**src/rtl/mem_arb_ctrl_if.sv**
```systemverilog
// Request/response bundle between the requesting channels and the RAM arbiter.
// Channel k occupies slice k of every packed per-channel field.
interface mem_arb_ctrl_if #(
    parameter int NUM_CH    = 2,
    parameter int MAX_BYTES = 4
);
    localparam int LEN_W = $clog2(MAX_BYTES) + 1;

    logic [NUM_CH-1:0]             req_valid;
    logic [NUM_CH-1:0]             req_wr;
    logic [NUM_CH*32-1:0]          req_addr;
    logic [NUM_CH*LEN_W-1:0]       req_len;
    logic [NUM_CH*MAX_BYTES*8-1:0] req_wdata;
    logic [NUM_CH-1:0]             resp_done;
    logic [MAX_BYTES*8-1:0]        resp_rdata;

    modport master (
        output req_valid, req_wr, req_addr, req_len, req_wdata,
        input  resp_done, resp_rdata
    );

    modport slave (
        input  req_valid, req_wr, req_addr, req_len, req_wdata,
        output resp_done, resp_rdata
    );
endinterface

```
**src/rtl/mem_arb_ctrl.sv**
```systemverilog
// Round-robin arbiter serialising multi-byte channel requests onto a byte-wide RAM port.
// Read of L bytes completes in L+2 cycles, write in L+1; rdy_in freezes and replays, IO writes wait on io_buffer_full.
module mem_arb_ctrl #(
    parameter int          NUM_CH    = 2,
    parameter int          MAX_BYTES = 4,
    parameter logic [31:0] IO_BOUND  = 32'h30000
) (
    input  logic          clk_in,
    input  logic          rst_in,
    input  logic          rdy_in,
    input  logic          io_buffer_full,
    input  logic [7:0]    mem_din,
    output logic [7:0]    mem_dout,
    output logic [31:0]   mem_a,
    output logic          mem_wr,
    mem_arb_ctrl_if.slave bus,
    output logic          busy
);
    localparam int LEN_W = $clog2(MAX_BYTES) + 1;
    localparam int CH_W  = (NUM_CH > 1) ? $clog2(NUM_CH) : 1;
    localparam int IDX_W = (MAX_BYTES > 1) ? $clog2(MAX_BYTES) : 1;

    typedef enum logic [1:0] {IDLE, READ, WRITE, DONE} state_t;

    state_t                 state;
    logic [CH_W-1:0]        ptr;
    logic [CH_W-1:0]        gnt;
    logic [31:0]            cur_addr;
    logic [LEN_W-1:0]       cur_len;
    logic [MAX_BYTES*8-1:0] cur_wdata;
    logic [LEN_W-1:0]       iss_idx;
    logic [LEN_W-1:0]       cap_idx;
    logic                   iss_vld;
    logic                   rd_pend;
    logic                   rewind;
    logic [NUM_CH-1:0]      resp_done_q;
    logic [MAX_BYTES*8-1:0] resp_rdata_q;

    logic                   gnt_found;
    logic [CH_W-1:0]        gnt_idx;
    logic [CH_W-1:0]        ptr_nxt;
    logic [LEN_W-1:0]       raw_len;
    logic [LEN_W-1:0]       gnt_len;
    logic [31:0]            gnt_addr;
    logic [MAX_BYTES*8-1:0] gnt_wdata;
    logic [NUM_CH-1:0]      gnt_onehot;
    logic [LEN_W-1:0]       wr_idx_nxt;
    logic [31:0]            wr_addr_nxt;
    logic [7:0]             wr_byte_nxt;

    assign bus.resp_done  = resp_done_q;
    assign bus.resp_rdata = resp_rdata_q;
    assign gnt_onehot     = NUM_CH'(1) << gnt;

    // Scan downward so the channel closest to ptr is the last (winning) hit.
    always_comb begin
        gnt_found = 1'b0;
        gnt_idx   = '0;
        for (int i = NUM_CH - 1; i >= 0; i--) begin
            if (bus.req_valid[(int'(ptr) + i) % NUM_CH]) begin
                gnt_found = 1'b1;
                gnt_idx   = CH_W'((int'(ptr) + i) % NUM_CH);
            end
        end
        ptr_nxt   = CH_W'((int'(gnt_idx) + 1) % NUM_CH);
        raw_len   = bus.req_len[gnt_idx*LEN_W +: LEN_W];
        gnt_addr  = bus.req_addr[gnt_idx*32 +: 32];
        gnt_wdata = bus.req_wdata[gnt_idx*MAX_BYTES*8 +: MAX_BYTES*8];
        if (raw_len == '0)
            gnt_len = LEN_W'(1);
        else if (raw_len > LEN_W'(MAX_BYTES))
            gnt_len = LEN_W'(MAX_BYTES);
        else
            gnt_len = raw_len;
    end

    // A write byte is retired only in a cycle where mem_wr was actually high.
    always_comb begin
        wr_idx_nxt  = mem_wr ? iss_idx + LEN_W'(1) : iss_idx;
        wr_addr_nxt = cur_addr + 32'(wr_idx_nxt);
        wr_byte_nxt = 8'(cur_wdata >> {wr_idx_nxt, 3'b000});
    end

    always_ff @(posedge clk_in or posedge rst_in) begin
        if (rst_in) begin
            state        <= IDLE;
            ptr          <= '0;
            gnt          <= '0;
            cur_addr     <= '0;
            cur_len      <= '0;
            cur_wdata    <= '0;
            iss_idx      <= '0;
            cap_idx      <= '0;
            iss_vld      <= 1'b0;
            rd_pend      <= 1'b0;
            rewind       <= 1'b0;
            mem_a        <= '0;
            mem_dout     <= '0;
            mem_wr       <= 1'b0;
            resp_done_q  <= '0;
            resp_rdata_q <= '0;
            busy         <= 1'b0;
        end else if (!rdy_in) begin
            // Data returning during a pause is lost, so reads replay from cap_idx.
            mem_wr      <= 1'b0;
            resp_done_q <= '0;
            if (state == READ) begin
                rd_pend <= 1'b0;
                rewind  <= 1'b1;
            end
        end else begin
            case (state)
                IDLE: begin
                    mem_wr <= 1'b0;
                    if (gnt_found) begin
                        gnt          <= gnt_idx;
                        ptr          <= ptr_nxt;
                        cur_addr     <= gnt_addr;
                        cur_len      <= gnt_len;
                        cur_wdata    <= gnt_wdata;
                        iss_idx      <= '0;
                        cap_idx      <= '0;
                        rd_pend      <= 1'b0;
                        rewind       <= 1'b0;
                        mem_a        <= gnt_addr;
                        resp_rdata_q <= '0;
                        busy         <= 1'b1;
                        if (bus.req_wr[gnt_idx]) begin
                            state    <= WRITE;
                            iss_vld  <= 1'b0;
                            mem_dout <= gnt_wdata[7:0];
                            mem_wr   <= !((gnt_addr >= IO_BOUND) && io_buffer_full);
                        end else begin
                            state   <= READ;
                            iss_vld <= 1'b1;
                        end
                    end
                end
                READ: begin
                    if (rewind) begin
                        rewind  <= 1'b0;
                        rd_pend <= 1'b0;
                        iss_vld <= 1'b1;
                        iss_idx <= cap_idx;
                        mem_a   <= cur_addr + 32'(cap_idx);
                    end else begin
                        rd_pend <= iss_vld;
                        if (iss_vld) begin
                            if (iss_idx + LEN_W'(1) == cur_len) begin
                                iss_vld <= 1'b0;
                            end else begin
                                iss_idx <= iss_idx + LEN_W'(1);
                                mem_a   <= cur_addr + 32'(iss_idx + LEN_W'(1));
                            end
                        end
                        if (rd_pend) begin
                            resp_rdata_q[{cap_idx[IDX_W-1:0], 3'b000} +: 8] <= mem_din;
                            cap_idx <= cap_idx + LEN_W'(1);
                            if (cap_idx + LEN_W'(1) == cur_len) begin
                                state       <= DONE;
                                resp_done_q <= gnt_onehot;
                                rd_pend     <= 1'b0;
                            end
                        end
                    end
                end
                WRITE: begin
                    if (mem_wr && (iss_idx + LEN_W'(1) == cur_len)) begin
                        mem_wr      <= 1'b0;
                        state       <= DONE;
                        resp_done_q <= gnt_onehot;
                    end else begin
                        iss_idx  <= wr_idx_nxt;
                        mem_a    <= wr_addr_nxt;
                        mem_dout <= wr_byte_nxt;
                        // io_buffer_full lags one cycle, so every IO byte is followed by a gap.
                        if (mem_wr && (mem_a >= IO_BOUND))
                            mem_wr <= 1'b0;
                        else
                            mem_wr <= !((wr_addr_nxt >= IO_BOUND) && io_buffer_full);
                    end
                end
                DONE: begin
                    if (resp_done_q != '0) begin
                        resp_done_q <= '0;
                        state       <= IDLE;
                        busy        <= 1'b0;
                    end else begin
                        resp_done_q <= gnt_onehot;
                    end
                end
                default: state <= IDLE;
            endcase
        end
    end
endmodule

```
**src/flat_wrapper.sv**
```systemverilog
// flat-port wrapper written by rule: the top's interface ports become plain ports
module mem_arb_ctrl_flat 
#(
    parameter int          NUM_CH    = 2,
    parameter int          MAX_BYTES = 4,
    parameter logic [31:0] IO_BOUND  = 32'h30000
)
  (clk_in, rst_in, rdy_in, io_buffer_full, mem_din, mem_dout, mem_a, mem_wr, busy, bus_req_valid, bus_req_wr, bus_req_addr, bus_req_len, bus_req_wdata, bus_resp_done, bus_resp_rdata);
  mem_arb_ctrl_if #(.NUM_CH(NUM_CH), .MAX_BYTES(MAX_BYTES)) bus_i ();
  input  logic clk_in;
  input  logic rst_in;
  input  logic rdy_in;
  input  logic io_buffer_full;
  input  logic [7:0] mem_din;
  output logic [7:0] mem_dout;
  output logic [31:0] mem_a;
  output logic mem_wr;
  output logic busy;
  input wire logic [$bits(bus_i.req_valid)-1:0] bus_req_valid;
  input wire logic [$bits(bus_i.req_wr)-1:0] bus_req_wr;
  input wire logic [$bits(bus_i.req_addr)-1:0] bus_req_addr;
  input wire logic [$bits(bus_i.req_len)-1:0] bus_req_len;
  input wire logic [$bits(bus_i.req_wdata)-1:0] bus_req_wdata;
  output wire logic [$bits(bus_i.resp_done)-1:0] bus_resp_done;
  output wire logic [$bits(bus_i.resp_rdata)-1:0] bus_resp_rdata;
  assign bus_i.req_valid = bus_req_valid;
  assign bus_i.req_wr = bus_req_wr;
  assign bus_i.req_addr = bus_req_addr;
  assign bus_i.req_len = bus_req_len;
  assign bus_i.req_wdata = bus_req_wdata;
  assign bus_resp_done = bus_i.resp_done;
  assign bus_resp_rdata = bus_i.resp_rdata;
  mem_arb_ctrl #(.NUM_CH(NUM_CH), .MAX_BYTES(MAX_BYTES), .IO_BOUND(IO_BOUND)) u_core (.clk_in(clk_in), .rst_in(rst_in), .rdy_in(rdy_in), .io_buffer_full(io_buffer_full), .mem_din(mem_din), .mem_dout(mem_dout), .mem_a(mem_a), .mem_wr(mem_wr), .bus(bus_i), .busy(busy));
endmodule
```
**config.mk**
```make
export PLATFORM = sky130hd
export DESIGN_NAME = mem_arb_ctrl_flat
export DESIGN_NICKNAME = d
export VERILOG_FILES = /design/src/rtl/mem_arb_ctrl_if.sv /design/src/rtl/mem_arb_ctrl.sv /design/src/flat_wrapper.sv
export SDC_FILE = /design/constraint.sdc
export NUM_CORES = 1
export LEC_CHECK = 0
export CORE_MARGIN = 3
export CORE_UTILIZATION = 40
export DETAILED_ROUTE_END_ITERATION = 8
export PLACE_DENSITY = 0.74
export SYNTH_ARGS = -nofsm -noshare
export SYNTH_HDL_FRONTEND = slang
export SYNTH_SLANG_ARGS = --single-unit
```
**constraint.sdc**
```tcl
create_clock -name clk_in -period 4.49 [get_ports clk_in]
set_input_delay 0.6735 -clock clk_in [delete_from_list [all_inputs] [get_ports clk_in]]
set_output_delay 0.6735 -clock clk_in [all_outputs]
set_load 0.01 [all_outputs]
```
==> flow_results.xml, run 1 <==
<?xml version="1.0" encoding="UTF-8"?>
<metrics>
  <group name="timing">
    <metric name="report.final.slew_viol_count" unit="">0</metric>
    <metric name="relative_slew_margins" unit="%">24.1</metric>
    <metric name="timing.final.hold_violations" unit="">0</metric>
    <metric name="rsz_0062_raised_after_global_routing" unit="">no</metric>
    <metric name="worst_max_slew_pin_slew" unit="ns">1.13</metric>
    <metric name="max_clock_freq" unit="GHz">0.288</metric>
    <metric name="setup-tns-final" unit="ns">0</metric>
    <metric name="final_critical_path_share_of_the_clock_period" unit="%">77.4</metric>
    <metric name="clock-skew-final" unit="ns">0.0138</metric>
    <metric name="final.min_clock_period" unit="ns">3.47</metric>
    <metric name="setup_violations" unit="">0</metric>
    <metric name="holdWs" unit="ns">0.478</metric>
  </group>
  <group name="final_layout">
    <metric name="nets" unit="">1412</metric>
    <metric name="final-instance-count-excl-fill" unit="">1569</metric>
    <metric name="diodes" unit="">0</metric>
    <metric name="multi_input_combinational_cell_area" unit="um^2">5150</metric>
    <metric name="finish.instance_area" unit="um^2">12500</metric>
    <metric name="num-fill-cells" unit="">2130</metric>
    <metric name="post_route_cells_drive_above_1_share" unit="%">7.01</metric>
    <metric name="area_delta_synth_final" unit="%">31.6</metric>
    <metric name="seq_area" unit="um^2">3900</metric>
  </group>
  <group name="cts">
    <metric name="cts_hold_repair.buffers" unit="">0</metric>
    <metric name="worst_setup_hold_path_clk_slew" unit="ns">0.07</metric>
    <metric name="cts-root-buf" unit="">clkbuf_16</metric>
    <metric name="cts-htree-levels" unit="">4</metric>
    <metric name="clock_sink_count" unit="">156</metric>
    <metric name="clock_insertion_delay_worst_skew" unit="ns">0.44</metric>
    <metric name="post_cts.resized_instances" unit="">0</metric>
    <metric name="cts_tree" unit="">yes</metric>
    <metric name="clockBufferDepth" unit="">2</metric>
    <metric name="cts_made_buffers" unit="">17</metric>
    <metric name="post-cts-setup-buffer-count" unit="">0</metric>
  </group>
  <group name="pwr">
    <metric name="power_density" unit="nW/um^2">621</metric>
    <metric name="max-vdd-ir-drop" unit="V">0.000283</metric>
    <metric name="p_leak" unit="uW">0.00519</metric>
  </group>
  <group name="detailed_routing">
    <metric name="routedWlPerCell" unit="um">18.2</metric>
    <metric name="route.layer.met1.wl" unit="um">12900</metric>
    <metric name="wl_met2" unit="um">13000</metric>
    <metric name="detail_route_antenna_nets" unit="">0</metric>
    <metric name="drt_first_pass_iters" unit="">5</metric>
    <metric name="dr.max_layer_used" unit="">met4</metric>
    <metric name="route.detailed.drc" unit="">0</metric>
    <metric name="avgViaCountPerCell" unit="">5.53</metric>
    <metric name="finalWirelength" unit="um">28500</metric>
    <metric name="wl_met3" unit="um">1910</metric>
    <metric name="detailroute.via_count" unit="">8676</metric>
    <metric name="count_of_routing_violations_after_the_opening_detailed_route_iteration" unit="">660</metric>
  </group>
  <group name="grt">
    <metric name="grt_max_degree" unit="">70</metric>
    <metric name="vias_in_the_first_global_route" unit="">8525</metric>
    <metric name="grt_usage" unit="%">22.3</metric>
    <metric name="first_pass_grt_wire_length" unit="um">46300</metric>
    <metric name="global_route.overflow_total" unit="">0</metric>
    <metric name="grt_antenna_before_repair" unit="">0</metric>
  </group>
  <group name="synth">
    <metric name="synth.net_count" unit="">1233</metric>
    <metric name="ys.warnings.count" unit="">0</metric>
    <metric name="syn_inst" unit="">1064</metric>
    <metric name="netlist_area" unit="um^2">9490</metric>
    <metric name="postSynthAreaPerCell" unit="um^2">8.92</metric>
    <metric name="synth.ff_latch_count" unit="">156</metric>
    <metric name="seq_area_frac_synth" unit="%">41.1</metric>
    <metric name="number_of_enable_flip_flop_cells_after_synthesis" unit="">0</metric>
    <metric name="synth_ff_type" unit="">dfrtp_1</metric>
    <metric name="synth_cell_types" unit="">76</metric>
    <metric name="async_flop_share" unit="%">100</metric>
  </group>
  <group name="critical_path">
    <metric name="worst_ep_arrival_time" unit="ns">3.80</metric>
    <metric name="critPathMaxFanout" unit="">8</metric>
    <metric name="cp_data_required_time" unit="ns">4.81</metric>
    <metric name="crit_path_end_kind" unit="">flop</metric>
    <metric name="critical_path_class" unit="">reg -&gt; reg</metric>
    <metric name="worst-r2r-setup-slack" unit="ns">1.02</metric>
    <metric name="kind_of_launch_point_of_the_worst_setup_path" unit="">flop</metric>
  </group>
  <group name="place">
    <metric name="gp_routability_congestion" unit="">0.938</metric>
    <metric name="cell_area_after_placement" unit="um^2">11900</metric>
    <metric name="detailed_placer_s_ending_hpwl" unit="um">21100</metric>
    <metric name="placed_cells_incl_taps" unit="">1537</metric>
    <metric name="buffer_ports.inserted" unit="">225</metric>
  </group>
  <group name="floorplan">
    <metric name="design.die.area" unit="um^2">25600</metric>
    <metric name="i_o_pins" unit="">226</metric>
    <metric name="floorplan_core_area" unit="um^2">23000</metric>
    <metric name="core.rowCount" unit="">55</metric>
    <metric name="die_h" unit="um">160</metric>
    <metric name="initial_utilization" unit="%">41.3</metric>
    <metric name="chipWidth" unit="um">160</metric>
  </group>
  <group name="outcome">
    <metric name="status" unit="">completed</metric>
  </group>
  <group name="flow_run">
    <metric name="max_cap_viol_count" unit="">0</metric>
  </group>
  <group name="hold_path">
    <metric name="hold_class" unit="">reg -&gt; reg</metric>
  </group>
</metrics>
placed cells by master, fill, tap and decap left out, types with 6 or more instances in the layout:
| cell | n |
|---|---|
| ha_1 | 17 |
| clkbuf_16 | 17 |
| o21ai_0 | 149 |
| mux2_2 | 15 |
| a31oi_1 | 6 |
| a21o_1 | 8 |
| xnor2_1 | 38 |
| nor4_1 | 6 |
| clkdlybuf4s50_1 | 225 |
| nand2_1 | 194 |
| mux4_2 | 8 |
| o31ai_1 | 9 |
| o21ai_1 | 12 |
| o211ai_1 | 9 |
| a221oi_1 | 9 |
| nor2b_1 | 6 |
| nand4_1 | 18 |
| and3_1 | 9 |
| xor2_1 | 8 |
| nor2_1 | 42 |
| a21oi_1 | 28 |
| dfrtp_1 | 156 |
| nand3_1 | 20 |
| inv_1 | 22 |
| buf_4 | 13 |
| mux2i_1 | 69 |
| a22o_1 | 10 |
| nor3_1 | 19 |
logic make-up after synthesis:
group / count (synthesis) / share of synthesized area [%]
AND/OR/NAND/NOR: 349 / 16.9
AO/OA/AOI/OAI: 298 / 19.4
flip-flops: 156 / 41.1
buffers and inverters: 104 / 4.68
multiplexers: 92 / 11.0
XOR/XNOR: 46 / 4.25
adder cells (fa/ha/maj): 19 / 2.66
stage by stage:
stage / setup WS (ns) / util [%] / total power (uW)
6_report: 1.02 / 54.3 / 7760
3_3_place_gp: 1.09 / 51.8 / 6240
2_1_floorplan: 1.04 / - / 4930
5_1_grt: 0.751 / 54.3 / 8310
4_1_cts: 1.07 / 54.3 / 7780
3_5_place_dp: 1.04 / 51.8 / 6340
cells in the mapped netlist (8+ instances only):
| master | number | area share [%] |
|---|---|---|
| o21ai_1 | 12 | 0.63 |
| a21oi_1 | 28 | 1.5 |
| mux2i_1 | 69 | 7.3 |
| buf_2 | 19 | 1.0 |
| nor2_1 | 42 | 1.7 |
| o21ai_0 | 149 | 7.9 |
| and3_1 | 9 | 0.59 |
| mux4_2 | 8 | 1.9 |
| a221oi_1 | 9 | 0.83 |
| a21o_1 | 8 | 0.63 |
| inv_1 | 23 | 0.91 |
| nand2_1 | 194 | 7.7 |
| o211ai_1 | 9 | 0.71 |
| mux2_2 | 15 | 1.8 |
| ha_1 | 17 | 2.2 |
| clkbuf_1 | 50 | 2.0 |
| o31ai_1 | 9 | 0.71 |
| xor2_1 | 8 | 0.74 |
| a22o_1 | 10 | 0.92 |
| dfrtp_1 | 156 | 41 |
| nand4_1 | 18 | 1.2 |
| nand3_1 | 20 | 1.1 |
| xnor2_1 | 38 | 3.5 |
| nor3_1 | 19 | 1.0 |
sequential cells by signal, summed over array words and instances (netlist names), 3 cells and up:
name / count
u_core.bus.resp_rdata: 32
u_core.cur_addr: 32
u_core.cur_wdata: 32
u_core.mem_a: 32
u_core.mem_dout: 8
u_core.cap_idx: 3
u_core.cur_len: 3
u_core.iss_idx: 3
final cells by class:
class                           instances  area share (%)
Clock buffer                           18            3.44
Clock inverter                         14            1.20
Inverter                               25           0.781
Multi-Input combinational cell        804            41.2
Sequential cell                       156            31.3
Tap cell                              313            3.14
Timing Repair Buffer                  239            19.0
power breakdown:
part	total, uW	internal (uW)	switching, uW
Combinational	3790	1680	2110
Sequential	2550	1960	596
Clock	1420	742	675
critical path, cell delays in order (launching register included):
cell and delay, ns:
dfrtp_1 0.49, inv_1 0.19, a21oi_1 0.25, ha_1 0.22, inv_1 0.05, fa_1 0.40
nor2b_1 0.15, o21ai_0 0.15, a2111oi_2 0.55, nand3_1 0.16, xnor2_1 0.15, a221o_1 0.41
a22o_1 0.19
worst paths after layout:
kind,start,to,cells past startpoint
worst max-delay path,u_core.cap_idx[0]$_DFFE_PP0P_,u_core.mem_a[26]$_DFFE_PP0P_,12
worst min-delay path,u_core.mem_a[13]$_DFFE_PP0P_,u_core.mem_a[13]$_DFFE_PP0P_,2
worst max register to register,u_core.cap_idx[0]$_DFFE_PP0P_,u_core.mem_a[26]$_DFFE_PP0P_,12
worst min register to register,u_core.mem_a[13]$_DFFE_PP0P_,u_core.mem_a[13]$_DFFE_PP0P_,2
max in group asynchronous,rst_in,u_core.mem_a[24]$_DFFE_PP0P_,3
min in group asynchronous,rst_in,u_core.mem_a[2]$_DFFE_PP0P_,2
layer usage:
metal | global-route usage (%) | vias to the layer above
met2 | 34.3 | 316
met3 | 4.72 | 50
met5 | 0 | -
met1 | 31.3 | 4129
li1 | - | 4181
met4 | 7.50 | 0
(Power assumes the default switching activity.)
==> run 2, diff against run 1 <==
--- a/config.mk
+++ b/config.mk
@@ -8,7 +8,7 @@
 export CORE_MARGIN = 3
 export CORE_UTILIZATION = 40
 export DETAILED_ROUTE_END_ITERATION = 8
-export PLACE_DENSITY = 0.74
+export PLACE_DENSITY = 0.72
 export SYNTH_ARGS = -nofsm -noshare
 export SYNTH_HDL_FRONTEND = slang
 export SYNTH_SLANG_ARGS = --single-unit
==> constraint.sdc (replaced) <==
create_clock -name clk_in -period 3.4 [get_ports clk_in]
set_input_delay 0.51 -clock clk_in [delete_from_list [all_inputs] [get_ports clk_in]]
set_output_delay 0.51 -clock clk_in [all_outputs]
set_load 0.01 [all_outputs]
==> flow_results.xml, run 2 (synthesis results as in run 1) <==
<?xml version="1.0" encoding="UTF-8"?>
<metrics>
  <group name="critical_path">
    <metric name="worst-r2r-setup-slack" unit="ns">0.22</metric>
    <metric name="crit_path_end_kind" unit="">flop</metric>
    <metric name="worst_r2r_startpoint" unit="">u_core.iss_idx[0]$_DFFE_PP0P_</metric>
    <metric name="critPathMaxFanout" unit="">5</metric>
    <metric name="ff2ff_path_depth" unit="">11</metric>
    <metric name="startpoint" unit="">u_core.iss_idx[0]$_DFFE_PP0P_</metric>
    <metric name="critical_path_class" unit="">reg -&gt; reg</metric>
    <metric name="cp_data_required_time" unit="ns">3.72</metric>
    <metric name="worst_ep_arrival_time" unit="ns">3.51</metric>
    <metric name="kind_of_launch_point_of_the_worst_setup_path" unit="">flop</metric>
    <metric name="r2r_end" unit="">u_core.mem_a[26]$_DFFE_PP0P_</metric>
  </group>
  <group name="grt">
    <metric name="global_route.overflow_total" unit="">0</metric>
    <metric name="grt_max_degree" unit="">132</metric>
    <metric name="grt_antenna_before_repair" unit="">0</metric>
    <metric name="vias_in_the_first_global_route" unit="">8554</metric>
    <metric name="grt_usage" unit="%">22.7</metric>
    <metric name="first_pass_grt_wire_length" unit="um">47100</metric>
  </group>
  <group name="pwr">
    <metric name="p_sw_share" unit="%">42.7</metric>
    <metric name="pwr-share-comb" unit="%">48.8</metric>
    <metric name="internal_power" unit="uW">6030</metric>
    <metric name="p_leak" unit="uW">0.00531</metric>
    <metric name="seqPwrFrac" unit="%">32.3</metric>
    <metric name="power_density" unit="nW/um^2">828</metric>
    <metric name="power.clock.fraction" unit="%">18.9</metric>
    <metric name="total_switching_power" unit="uW">4490</metric>
    <metric name="max-vdd-ir-drop" unit="V">0.000798</metric>
  </group>
  <group name="cts">
    <metric name="cts-root-buf" unit="">clkbuf_16</metric>
    <metric name="cts-htree-levels" unit="">4</metric>
    <metric name="cts_tree" unit="">yes</metric>
    <metric name="cts_made_buffers" unit="">17</metric>
    <metric name="worst_setup_hold_path_clk_slew" unit="ns">0.07</metric>
    <metric name="post-cts-setup-buffer-count" unit="">0</metric>
    <metric name="clock_insertion_delay_worst_skew" unit="ns">0.43</metric>
    <metric name="post_cts.resized_instances" unit="">0</metric>
    <metric name="clock_sink_count" unit="">156</metric>
    <metric name="cts_hold_repair.buffers" unit="">0</metric>
    <metric name="clockBufferDepth" unit="">2</metric>
  </group>
  <group name="place">
    <metric name="buffer_ports.inserted" unit="">225</metric>
    <metric name="detailed_placer_s_ending_hpwl" unit="um">21900</metric>
    <metric name="detailedPlace.worstSlack" unit="ns">0.0947</metric>
    <metric name="cell_area_after_placement" unit="um^2">12100</metric>
    <metric name="placed_cells_incl_taps" unit="">1555</metric>
    <metric name="gp_routability_congestion" unit="">0.952</metric>
  </group>
  <group name="final_layout">
    <metric name="post_route_cells_drive_above_1_share" unit="%">8.79</metric>
    <metric name="nets" unit="">1430</metric>
    <metric name="commonest_non_fill_non_tap_cells_in_the_layout" unit="">225 x clkdlybuf4s50_1, 194 x nand2_1, 155 x dfrtp_1</metric>
    <metric name="diodes" unit="">0</metric>
    <metric name="num-fill-cells" unit="">2129</metric>
    <metric name="finish.instance_area" unit="um^2">12700</metric>
    <metric name="most_common_cell_after_layout_fill_and_taps_aside" unit="">clkdlybuf4s50_1</metric>
    <metric name="area_delta_synth_final" unit="%">33.9</metric>
    <metric name="final-instance-count-excl-fill" unit="">1587</metric>
    <metric name="seq_area" unit="um^2">3910</metric>
    <metric name="multi_input_combinational_cell_area" unit="um^2">5180</metric>
  </group>
  <group name="timing">
    <metric name="holdWs" unit="ns">0.393</metric>
    <metric name="max_clock_freq" unit="GHz">0.314</metric>
    <metric name="final_critical_path_share_of_the_clock_period" unit="%">93.6</metric>
    <metric name="final.min_clock_period" unit="ns">3.18</metric>
    <metric name="timing.final.ws_setup" unit="ns">0.216</metric>
    <metric name="relative_slew_margins" unit="%">24.0</metric>
    <metric name="report.final.slew_viol_count" unit="">0</metric>
    <metric name="worst_max_slew_pin_slew" unit="ns">1.13</metric>
    <metric name="setup-tns-final" unit="ns">0</metric>
    <metric name="setup_violations" unit="">0</metric>
    <metric name="clock-skew-final" unit="ns">0.00974</metric>
    <metric name="timing.final.hold_violations" unit="">0</metric>
  </group>
  <group name="detailed_routing">
    <metric name="detail_route_antenna_nets" unit="">0</metric>
    <metric name="routedWlPerCell" unit="um">18.4</metric>
    <metric name="avgViaCountPerCell" unit="">5.53</metric>
    <metric name="finalWirelength" unit="um">29200</metric>
    <metric name="route.detailed.drc" unit="">0</metric>
    <metric name="drt_first_pass_iters" unit="">5</metric>
    <metric name="count_of_routing_violations_after_the_opening_detailed_route_iteration" unit="">724</metric>
    <metric name="detailroute.via_count" unit="">8779</metric>
  </group>
  <group name="hold_path">
    <metric name="hold_class" unit="">in -&gt; async</metric>
  </group>
  <group name="floorplan">
    <metric name="floorplan_core_area" unit="um^2">23000</metric>
    <metric name="die_h" unit="um">160</metric>
    <metric name="i_o_pins" unit="">226</metric>
    <metric name="initial_utilization" unit="%">41.3</metric>
    <metric name="chipWidth" unit="um">160</metric>
    <metric name="core.rowCount" unit="">55</metric>
    <metric name="design.die.area" unit="um^2">25600</metric>
  </group>
  <group name="outcome">
    <metric name="status" unit="">completed</metric>
  </group>
  <group name="flow_run">
    <metric name="max_cap_viol_count" unit="">0</metric>
  </group>
</metrics>
==> run 2: cell count changes in the layout (fill, tap and decap cells not counted), sizes merged <==
cell	before	now
buf	14	32
clkinv	6	3
clkinvlp	3	4
bufinv	0	2
==> run 2: critical path, cell delays in order, from the launching register on <==
cell,delay [ns]
dfrtp_1,0.45
ha_1,0.36
mux2_2,0.20
inv_1,0.06
fa_1,0.42
nor2b_1,0.19
o21ai_0,0.17
a2111oi_2,0.42
nand3_1,0.16
xnor2_1,0.15
a221o_1,0.35
a22o_1,0.17
==> run 2: power groups by stage <==
stage	Combinational [uW]	Clock, uW	Sequential, uW
5_1_grt	5690	2100	3500
2_1_floorplan	3360	0	3160
4_1_cts	5140	2010	3380
3_5_place_dp	5130	0	3400
6_report	5140	1990	3400
3_3_place_gp	5060	0	3370
==> run 2: layer usage <==
| metal | GRT usage (%) | share of wire, % |
|---|---|---|
| met5 | 0 | 0 |
| met4 | 5.64 | 1.6 |
| met3 | 4.72 | 7.7 |
| met1 | 33.0 | 45 |
| met2 | 34.7 | 45 |
==> run 2: per-stage QoR <==
step	total power [uW]	utilization [%]
floorplan	6520	-
detailed placement	8530	52.6
global route	11300	55.3
CTS	10500	55.2
finish	10500	55.3
global placement	8430	52.6
==> run 2: worst max path at each step <==
| stage | cells past startpoint | slack, ns | to |
|---|---|---|---|
| floorplan | 10 | -0.02 | u_core.mem_a[27]$_DFFE_PP0P_ |
| finish | 11 | 0.22 | u_core.mem_a[26]$_DFFE_PP0P_ |
| global route | 11 | -0.01 | u_core.mem_wr$_DFFE_PP0P_ |
| global placement | 10 | 0.20 | u_core.mem_a[27]$_DFFE_PP0P_ |
| detailed placement | 10 | 0.09 | u_core.mem_a[27]$_DFFE_PP0P_ |
| CTS | 10 | 0.09 | u_core.mem_a[27]$_DFFE_PP0P_ |
==> run 2: layout make-up <==
type / count / share of cell area [%]
multi-input combinational: 804 / 40.8
sequential: 156 / 30.7
inverter: 25 / 0.768
timing repair buffer: 257 / 19.9
clock buffer: 18 / 3.38
tap: 313 / 3.08
clock inverter: 14 / 1.37
